[config.mk]
export PLATFORM = sky130hd
export DESIGN_NAME = collider_node_streamer
export DESIGN_NICKNAME = d
export VERILOG_FILES = /design/src/rtl/lbm_pkg.sv /design/src/rtl/node_out_serializer.sv /design/src/rtl/collider_node_streamer.sv
export SDC_FILE = /design/constraint.sdc
export NUM_CORES = 1
export LEC_CHECK = 0
export CORE_ASPECT_RATIO = 1.5
export CORE_MARGIN = 2
export CORE_UTILIZATION = 53
export CTS_CLUSTER_DIAMETER = 30
export CTS_CLUSTER_SIZE = 40
export DETAILED_ROUTE_END_ITERATION = 7
export PLACE_DENSITY = 0.82
export SYNTH_ARGS = -nofsm -noshare
export SYNTH_HDL_FRONTEND = slang
export SYNTH_SLANG_ARGS = --single-unit
[constraint.sdc]
create_clock -name clk -period 2.96 [get_ports clk]
set_input_delay 0.592 -clock clk [delete_from_list [all_inputs] [get_ports clk]]
set_output_delay 0.592 -clock clk [all_outputs]
set_load 0.02 [all_outputs]
[src/rtl/lbm_pkg.sv]
// Shared LBM definitions: Q3.13 fixed-point type, D2Q9 weights, direction
// ordering and the node streamer FSM states.
package lbm_pkg;

    typedef logic signed [15:0] q3_13_t;

    localparam q3_13_t ONE_Q313 = 16'sh2000;
    localparam q3_13_t W_NULL   = 16'sh0e39;
    localparam q3_13_t W_SIDE   = 16'sh038e;
    localparam q3_13_t W_DIAG   = 16'sh00e4;

    typedef enum logic [3:0] {
        DIR_NULL = 4'd0,
        DIR_N    = 4'd1,
        DIR_NE   = 4'd2,
        DIR_E    = 4'd3,
        DIR_SE   = 4'd4,
        DIR_S    = 4'd5,
        DIR_SW   = 4'd6,
        DIR_W    = 4'd7,
        DIR_NW   = 4'd8
    } dir_e;

    localparam int unsigned NUM_DIRS    = 9;
    localparam int unsigned NUM_OUT_MAX = 12;

    typedef enum logic [1:0] {
        COLLECT = 2'd0,
        ISSUE   = 2'd1,
        EMIT    = 2'd2
    } state_e;

endpackage

[src/rtl/node_out_serializer.sv]
// Holds one node's collider results and plays them out as a registered
// valid/ready word stream, flagging the final word with m_last.
module node_out_serializer
    import lbm_pkg::*;
#(
    parameter int unsigned NUM_WORDS = 9
) (
    input  logic                         clk,
    input  logic                         rst_n,
    input  logic                         load,
    input  logic [NUM_OUT_MAX-1:0][15:0] words,
    input  logic                         m_ready,
    output logic                         m_valid,
    output logic [15:0]                  m_data,
    output logic                         m_last,
    output logic                         done
);

    localparam logic [3:0] LAST_IDX = 4'(NUM_WORDS - 1);

    logic [NUM_OUT_MAX-1:0][15:0] out_buf;
    logic [3:0]                   oidx;
    logic [3:0]                   next_idx;

    assign next_idx = oidx + 4'd1;
    assign done     = m_valid && m_ready && m_last;

    // m_data is preloaded from the buffer so the output stays registered.
    always_ff @(posedge clk) begin
        if (!rst_n) begin
            out_buf <= '0;
            oidx    <= '0;
            m_valid <= 1'b0;
            m_data  <= '0;
            m_last  <= 1'b0;
        end else if (load) begin
            out_buf <= words;
            oidx    <= '0;
            m_valid <= 1'b1;
            m_data  <= words[0];
            m_last  <= (LAST_IDX == 4'd0);
        end else if (m_valid && m_ready) begin
            if (m_last) begin
                m_valid <= 1'b0;
                m_last  <= 1'b0;
                oidx    <= '0;
            end else begin
                oidx    <= next_idx;
                m_data  <= out_buf[next_idx];
                m_last  <= (next_idx == LAST_IDX);
            end
        end
    end

endmodule

[src/rtl/collider_node_streamer.sv]
// Deserialises one D2Q9 node for the combinational collider, waits for its
// result and streams the post-collision populations back out.
module collider_node_streamer
    import lbm_pkg::*;
#(
    parameter int unsigned EMIT_MACRO = 0,
    parameter int unsigned CNT_W      = 32
) (
    input  logic              clk,
    input  logic              rst_n,
    input  logic [15:0]       omega_in,
    input  logic              s_valid,
    output logic              s_ready,
    input  logic [15:0]       s_data,
    input  logic              s_last,
    output logic              m_valid,
    input  logic              m_ready,
    output logic [15:0]       m_data,
    output logic              m_last,
    output logic [15:0]       col_omega,
    output logic [15:0]       col_f_null,
    output logic [15:0]       col_f_n,
    output logic [15:0]       col_f_ne,
    output logic [15:0]       col_f_e,
    output logic [15:0]       col_f_se,
    output logic [15:0]       col_f_s,
    output logic [15:0]       col_f_sw,
    output logic [15:0]       col_f_w,
    output logic [15:0]       col_f_nw,
    input  logic [15:0]       col_f_new_null,
    input  logic [15:0]       col_f_new_n,
    input  logic [15:0]       col_f_new_ne,
    input  logic [15:0]       col_f_new_e,
    input  logic [15:0]       col_f_new_se,
    input  logic [15:0]       col_f_new_s,
    input  logic [15:0]       col_f_new_sw,
    input  logic [15:0]       col_f_new_w,
    input  logic [15:0]       col_f_new_nw,
    input  logic [15:0]       col_rho,
    input  logic [15:0]       col_u_x,
    input  logic [15:0]       col_u_y,
    input  logic              col_busy,
    input  logic              col_newval_ready,
    output logic              err_frame,
    output logic [CNT_W-1:0]  node_count
);

    localparam int unsigned NUM_WORDS = (EMIT_MACRO != 0) ? NUM_OUT_MAX : NUM_DIRS;
    localparam logic [3:0]  LAST_IN   = 4'(NUM_DIRS - 1);

    state_e                       state;
    state_e                       state_nx;
    logic [3:0]                   idx;
    logic [NUM_DIRS-1:0][15:0]    f_q;
    logic [NUM_OUT_MAX-1:0][15:0] out_words;
    logic                         accept;
    logic                         at_end;
    logic                         frame_err;
    logic                         node_in;
    logic                         capture;
    logic                         ser_done;

    assign accept    = s_valid && s_ready;
    assign at_end    = (idx == LAST_IN);
    assign frame_err = accept && (s_last != at_end);
    assign node_in   = accept && s_last && at_end;

    always_ff @(posedge clk) begin
        if (!rst_n) begin
            state <= COLLECT;
        end else begin
            state <= state_nx;
        end
    end

    always_comb begin
        state_nx = state;
        unique case (state)
            COLLECT: if (node_in)  state_nx = ISSUE;
            ISSUE:   if (capture)  state_nx = EMIT;
            EMIT:    if (ser_done) state_nx = COLLECT;
            default:               state_nx = COLLECT;
        endcase
    end

    always_comb begin
        s_ready = 1'b0;
        capture = 1'b0;
        unique case (state)
            COLLECT: s_ready = rst_n;
            ISSUE:   capture = col_newval_ready && !col_busy;
            default: ;
        endcase
    end

    // A word carrying s_last always closes the frame, so a stray one is consumed.
    always_ff @(posedge clk) begin
        if (!rst_n) begin
            idx        <= '0;
            f_q        <= '0;
            col_omega  <= '0;
            err_frame  <= 1'b0;
            node_count <= '0;
        end else begin
            err_frame <= frame_err;
            if (accept) begin
                f_q[idx] <= s_data;
                if (idx == 4'd0) col_omega <= omega_in;
                if (s_last || at_end) idx <= '0;
                else                  idx <= idx + 4'd1;
            end
            if (ser_done) node_count <= node_count + 1'b1;
        end
    end

    assign col_f_null = f_q[DIR_NULL];
    assign col_f_n    = f_q[DIR_N];
    assign col_f_ne   = f_q[DIR_NE];
    assign col_f_e    = f_q[DIR_E];
    assign col_f_se   = f_q[DIR_SE];
    assign col_f_s    = f_q[DIR_S];
    assign col_f_sw   = f_q[DIR_SW];
    assign col_f_w    = f_q[DIR_W];
    assign col_f_nw   = f_q[DIR_NW];

    assign out_words[0]  = col_f_new_null;
    assign out_words[1]  = col_f_new_n;
    assign out_words[2]  = col_f_new_ne;
    assign out_words[3]  = col_f_new_e;
    assign out_words[4]  = col_f_new_se;
    assign out_words[5]  = col_f_new_s;
    assign out_words[6]  = col_f_new_sw;
    assign out_words[7]  = col_f_new_w;
    assign out_words[8]  = col_f_new_nw;
    assign out_words[9]  = col_rho;
    assign out_words[10] = col_u_x;
    assign out_words[11] = col_u_y;

    node_out_serializer #(
        .NUM_WORDS (NUM_WORDS)
    ) u_serializer (
        .clk     (clk),
        .rst_n   (rst_n),
        .load    (capture),
        .words   (out_words),
        .m_ready (m_ready),
        .m_valid (m_valid),
        .m_data  (m_data),
        .m_last  (m_last),
        .done    (ser_done)
    );

endmodule
== Word level (Yosys, flattened, before mapping) ==
Cells that the tools add are included.
Word-level totals
  output and inout bits: 212
  latch bits: 0
  ROM bits: 0
  register bits after elaboration: 413
  memory bits (writable): 0
  logic and storage cells: 85
  memories: 0
Operators by class
  divide/modulo/power cells: 0
  equality and inequality tests: 9
  $add $sub $neg: 3
  multiplexer cells: 20
  reduce and logical (&&, ||, !) cells: 19
  bitwise gates (word level): 1
  shift operators: 0
  $lt $le $gt $ge: 3
  multiply operators: 0
Operators with widths (number)
  $bwmux 144: 1
  $mux 16: 5
  $bmux 16 s4: 1
  $demux 16 s4: 1
  $add 32x1->32 const B: 1
  $lt 4x5->1 const B: 2
  $add 4x1->4 const B: 2
  $eq 4x4->1 const B: 2
  $logic_and 1x1->1: 8
  $mux 4: 2
  $ne 2x2->1 const B: 4
  $mux 1: 6
  $mux 2: 3
  $pmux 2 s3: 1
  $reduce_and 2->1: 3
  $ge 4x1->1 const B: 1
  $logic_not 4->1: 1
  $reduce_bool 2->1: 2
  $reduce_and 3->1: 1
  $eq 2x1->1 const B: 1
  $eq 2x2->1 const B: 1
  $logic_not 2->1: 1
  $reduce_or 2->1: 1
  $logic_not 1->1: 1
  other kinds (3): 3

== Longest topological paths before layout ==
  depth after elaboration: 7
  mapped depth: 8
  depth with buffers taken out: 8

== Hierarchy ==
Synthesis repeated with hierarchy kept, for this count alone.
Second synthesis, totals
  cell total of the unflattened synthesis: 1671
  area, all modules: 17476.8 µm²
By module, submodules not included
  node_out_serializer: area an instance 9937.0 µm², times used 1, cells each 856
  collider_node_streamer: area an instance 7539.7 µm², times used 1, cells each 815

== Worst setup path before layout ==
OpenSTA, ideal clock, no wires.
  path type: input-to-output
  start point: in rst_n
  end point: out s_ready
  required time: 2368 ps
  path buffers: 2
  data arrival time: 1402 ps
  stages on the path: 4
  path slack: 966 ps
  cells stage by stage: buf_2 -> buf_1 -> nand2b_1 -> nor2_1
On the way
  cells in the longest elaborated chain, start to end: 1
Ends and longest elaborated chain
  from (decl): RTL line collider_node_streamer.sv:10  | input logic rst_n,
  $mux 1: RTL line collider_node_streamer.sv:89  | unique case (state)
  to (decl): RTL line collider_node_streamer.sv:13  | output logic s_ready,
No other way between the ends.

== Worst setup path after layout ==
  start point: reg u_serializer.oidx[0]
  end point: reg u_serializer.m_data[4]
On the way
  cells in the longest elaborated chain, start to end: 6
Ends and longest elaborated chain
  from (decl): RTL line node_out_serializer.sv:22  | logic [3:0] oidx;
  from (signal assigned): RTL line node_out_serializer.sv:48  | oidx <= next_idx;
  $add 4x1->4: RTL line node_out_serializer.sv:25  | assign next_idx = oidx + 4'd1;
  $bmux 16 s4: RTL line node_out_serializer.sv:49  | m_data <= out_buf[next_idx];
  $mux 16 (not written as such): RTL line node_out_serializer.sv:49
  $mux 16: RTL line node_out_serializer.sv:43  | if (m_last) begin
  $mux 16: RTL line node_out_serializer.sv:42  | end else if (m_valid && m_ready) begin
  $mux 16: RTL line node_out_serializer.sv:36  | end else if (load) begin
  to (signal assigned): RTL line node_out_serializer.sv:40  | m_data <= words[0];
  to (signal assigned): RTL line node_out_serializer.sv:49
  to (decl): RTL line node_out_serializer.sv:14  | output logic [15:0] m_data,
No other way between the ends. The select of a mux whose other input is x is not followed.
A chain may end at the register's enable or synchronous reset.

==> flow_metrics.tcl <==
set metrics [dict create \
    outcome "finished clean" \
    die_y_um 227 \
    yosysSeqAreaShare_pct 47.2 \
    final_nets 2569 \
    gp_congestion 0.925 \
    grt_max_degree 147 \
    cp_cell_sequence "ha_2 -> buf_4 -> mux4_2 -> a221oi_1 -> a21oi_1" \
    worstSetupEndpointType "flip-flop" \
    hp-class "input pin to flip-flop" \
    setup_viol_count_final 0 \
    swShare_pct 23.3 \
    syn_nets 2212 \
    wl_per_cell_um 19.2 \
    io_pins 443 \
    grt.total_usage_pct 29.9 \
    slowest_delay_ns 0.65 \
    seqPwrFrac_pct 44.0 \
    finish.cell_count_without_fillers 2792 \
    tightest_slew_ns 1.21 \
    dp_cells 2692 \
    yosysTopAreaCellShare_pct 47.2 \
    drtPass1Iterations 5 \
    worstSetupStartpointType "flip-flop" \
    cap_violations 0 \
    synth_area_leaders "dfxtp_1 (47%), nand2_1 (14%), a21boi_0 (9.8%), mux4_2 (6.2%), a21boi_1 (5.6%)" \
    ys_warn_count 0 \
    syn_to_final_growth_pct 35.6 \
    fin_area_mm2 0.0238 \
    wl_um 53700 \
    placed_area_mm2 0.0220 \
    hold_viol_final 0 \
    finalPower_mw 12.7 \
    worstPathArrival_ns 2.96 \
    seqCellArea_mm2 0.00827 \
    rows 81 \
    cts-resized-gates 0 \
    rsz0062_at_grt "false" \
    power_density_mw_per_mm2 536 \
    cp_slowest_cell "ha_2" \
    h-tree-depth 2 \
    first_global_vias 15472 \
    p_int_mw 9.76 \
    clock_skew_ns 0.0246 \
    num_vias 15847 \
    io_buffers 442 \
    worstSetupPathType "flip-flop to flip-flop" \
    insertion_delay_ns 0.57 \
    clock.fmax_mhz 399 \
    num-fill-cells 2366 \
    r2r_setup_slack_ns 0.46 \
    cts_inserted_buffers 51 \
    required_ns 3.41 \
    synth_area_mm2 0.0175 \
    synth_area_per_cell_um2 8.89 \
    maxSlewViolCount 0 \
    overflow 0 \
    power_switching_mw 2.97 \
    first_iter_violations 1036 \
    fin_crit_ns 2.50 \
    layout-drive-gt1-share_pct 8.31 \
    post_cts_buffers 0 \
    ant_nets 0 \
    clockBufferDepth 3 \
    synthCells 1973 \
    antenna_found_initial 5 \
    cp_max_fo 13 \
    finalCritPeriodShare_pct 84.6 \
    drc 0 \
    clkPwrFrac_pct 50.2 \
    clkSinkCount 413 \
    tritoncts "done" \
    ir_drop_v 0.000391 \
    ys_ff_latch 413 \
    worstHoldPathCells 2 \
    synth_flop_cell "dfxtp_1" \
    place_hpwl_um 38300 \
    die_w_um 153 \
    cellLeakagePower_nw 7.98 \
    initial_core_util_pct 53.7 \
    clk_pin_slew_worst_paths_ns 0.07 \
    reg2reg_depth 5 \
    via_per_inst 5.68 \
    hold_buffers 0 \
    pwr-share-comb_pct 5.8 \
    final.setup.tns_ns 0 \
    yosys.area.top_type "dfxtp_1" \
    maxSlewHeadroom_pct 19.5 \
    cts_root_buf "clkbuf_16" \
    synthArstFlopShare_pct 0 \
    fp.dieArea_mm2 0.0346 \
    synth-edff-count 0 \
    core_area_mm2 0.0326 \
    multi_input_area_mm2 0.00843 \
    grt_pass1_wl_um 82700 \
    synth_cell_type_count 51 \
]
==> layout by cell type, fill, tap and decap left out, drive strengths merged, types with 3 or more instances in the layout <==
master         count
diode              5
dfxtp            413
or3                4
inv               21
nand3             80
bufinv             4
clkinv            18
ha                 8
o221ai            16
xor2              15
clkbuf            57
nor4               3
nor2b              8
nor3              12
clkinvlp           4
nand2            670
mux4              48
o21ai              8
a22oi             17
xnor2             12
nand4              6
a221oi            16
clkdlybuf4s50    441
nor2              10
and2              36
a21boi           359
and4               8
nor3b              3
a21oi             25
buf               32
nand2b             4
==> synthesized netlist by cell type (all sizes together), types with 4 or more instances <==
cell type	n
nand2	670
dfxtp	413
a21boi	359
clkbuf	88
buf	81
nand3	80
mux4	48
and2	36
a21oi	25
a22oi	17
a221oi	16
o221ai	16
xor2	15
nor3	12
xnor2	12
nor2	10
inv	9
and4	8
ha	8
nor2b	8
o21ai	8
nand4	6
nand2b	4
or3	4
==> worst paths after layout <==
kind / startpoint / endpoint
max: u_serializer.oidx[0] / u_serializer.m_data[4]
min: rst_n / col_f_e[11]
max reg2reg: u_serializer.oidx[0] / u_serializer.m_data[4]
min reg2reg: col_f_null[5] / col_f_null[5]
==> power by group through the flow <==
stage / clock, mW / combinational, mW / sequential (mW)
6_report: 6.39 / 0.740 / 5.60
5_1_grt: 6.70 / 0.772 / 5.60
4_1_cts: 6.46 / 0.735 / 5.60
3_5_place_dp: 0 / 0.731 / 5.72
3_3_place_gp: 0 / 0.729 / 5.72
2_1_floorplan: 0 / 0.229 / 5.75
==> flip-flops by register name, indices dropped and copies added (netlist names), 4 cells and up <==
name	flops
col_f_s	16
idx	4
col_f_w	16
col_f_ne	16
col_f_e	16
u_serializer.out_buf	192
col_f_nw	16
col_omega	16
col_f_null	16
col_f_sw	16
col_f_n	16
u_serializer.oidx	4
node_count	32
u_serializer.m_data	16
col_f_se	16
==> layout make-up <==
cell class,count,area share [%]
diodes,5,0.0526
multi-input cells,1382,35.5
clock inverters,38,1.75
repair buffers,473,19.9
flip-flops and latches,413,34.8
well taps,415,2.18
clock buffers,57,5.73
inverters,9,0.142
==> worst max-delay path: cells and delay by family, from the launching register on <==
kind            cells  cell delay, ns
fa+ha+maj           1            0.65
mux                 1            0.58
compound gates      2            0.41
flops               1            0.39
buf+inv             1            0.34
==> per-stage QoR <==
step	utilization, %	hold WS [ns]	worst slack [ns]
after floorplan	-	0.440	0.966
after global placement	67.3	0.439	0.320
after detailed placement	67.3	0.444	0.238
after CTS	72.8	0.305	0.437
after global routing	72.8	0.326	0.271
final	72.8	0.338	0.457
==> kinds of logic after synthesis <==
group | after synthesis | share of synthesized area, %
buffers and inverters | 178 | 4.82
flip-flops | 413 | 47.2
AO/OA/AOI/OAI | 444 | 18.8
multiplexers | 50 | 6.30
adder cells (fa/ha/maj) | 8 | 0.571
AND/OR/NAND/NOR | 853 | 21.0
XOR/XNOR | 27 | 1.35
==> routing by layer <==
layer	GRT usage, %	up-vias	part of all wire, %
li1	-	7394	-
met1	34.1	7515	37
met2	51.9	762	49
met3	4.82	176	7.2
met4	19.9	0	7.0
met5	0	-	0
Power figures use the tool's default switching activity.
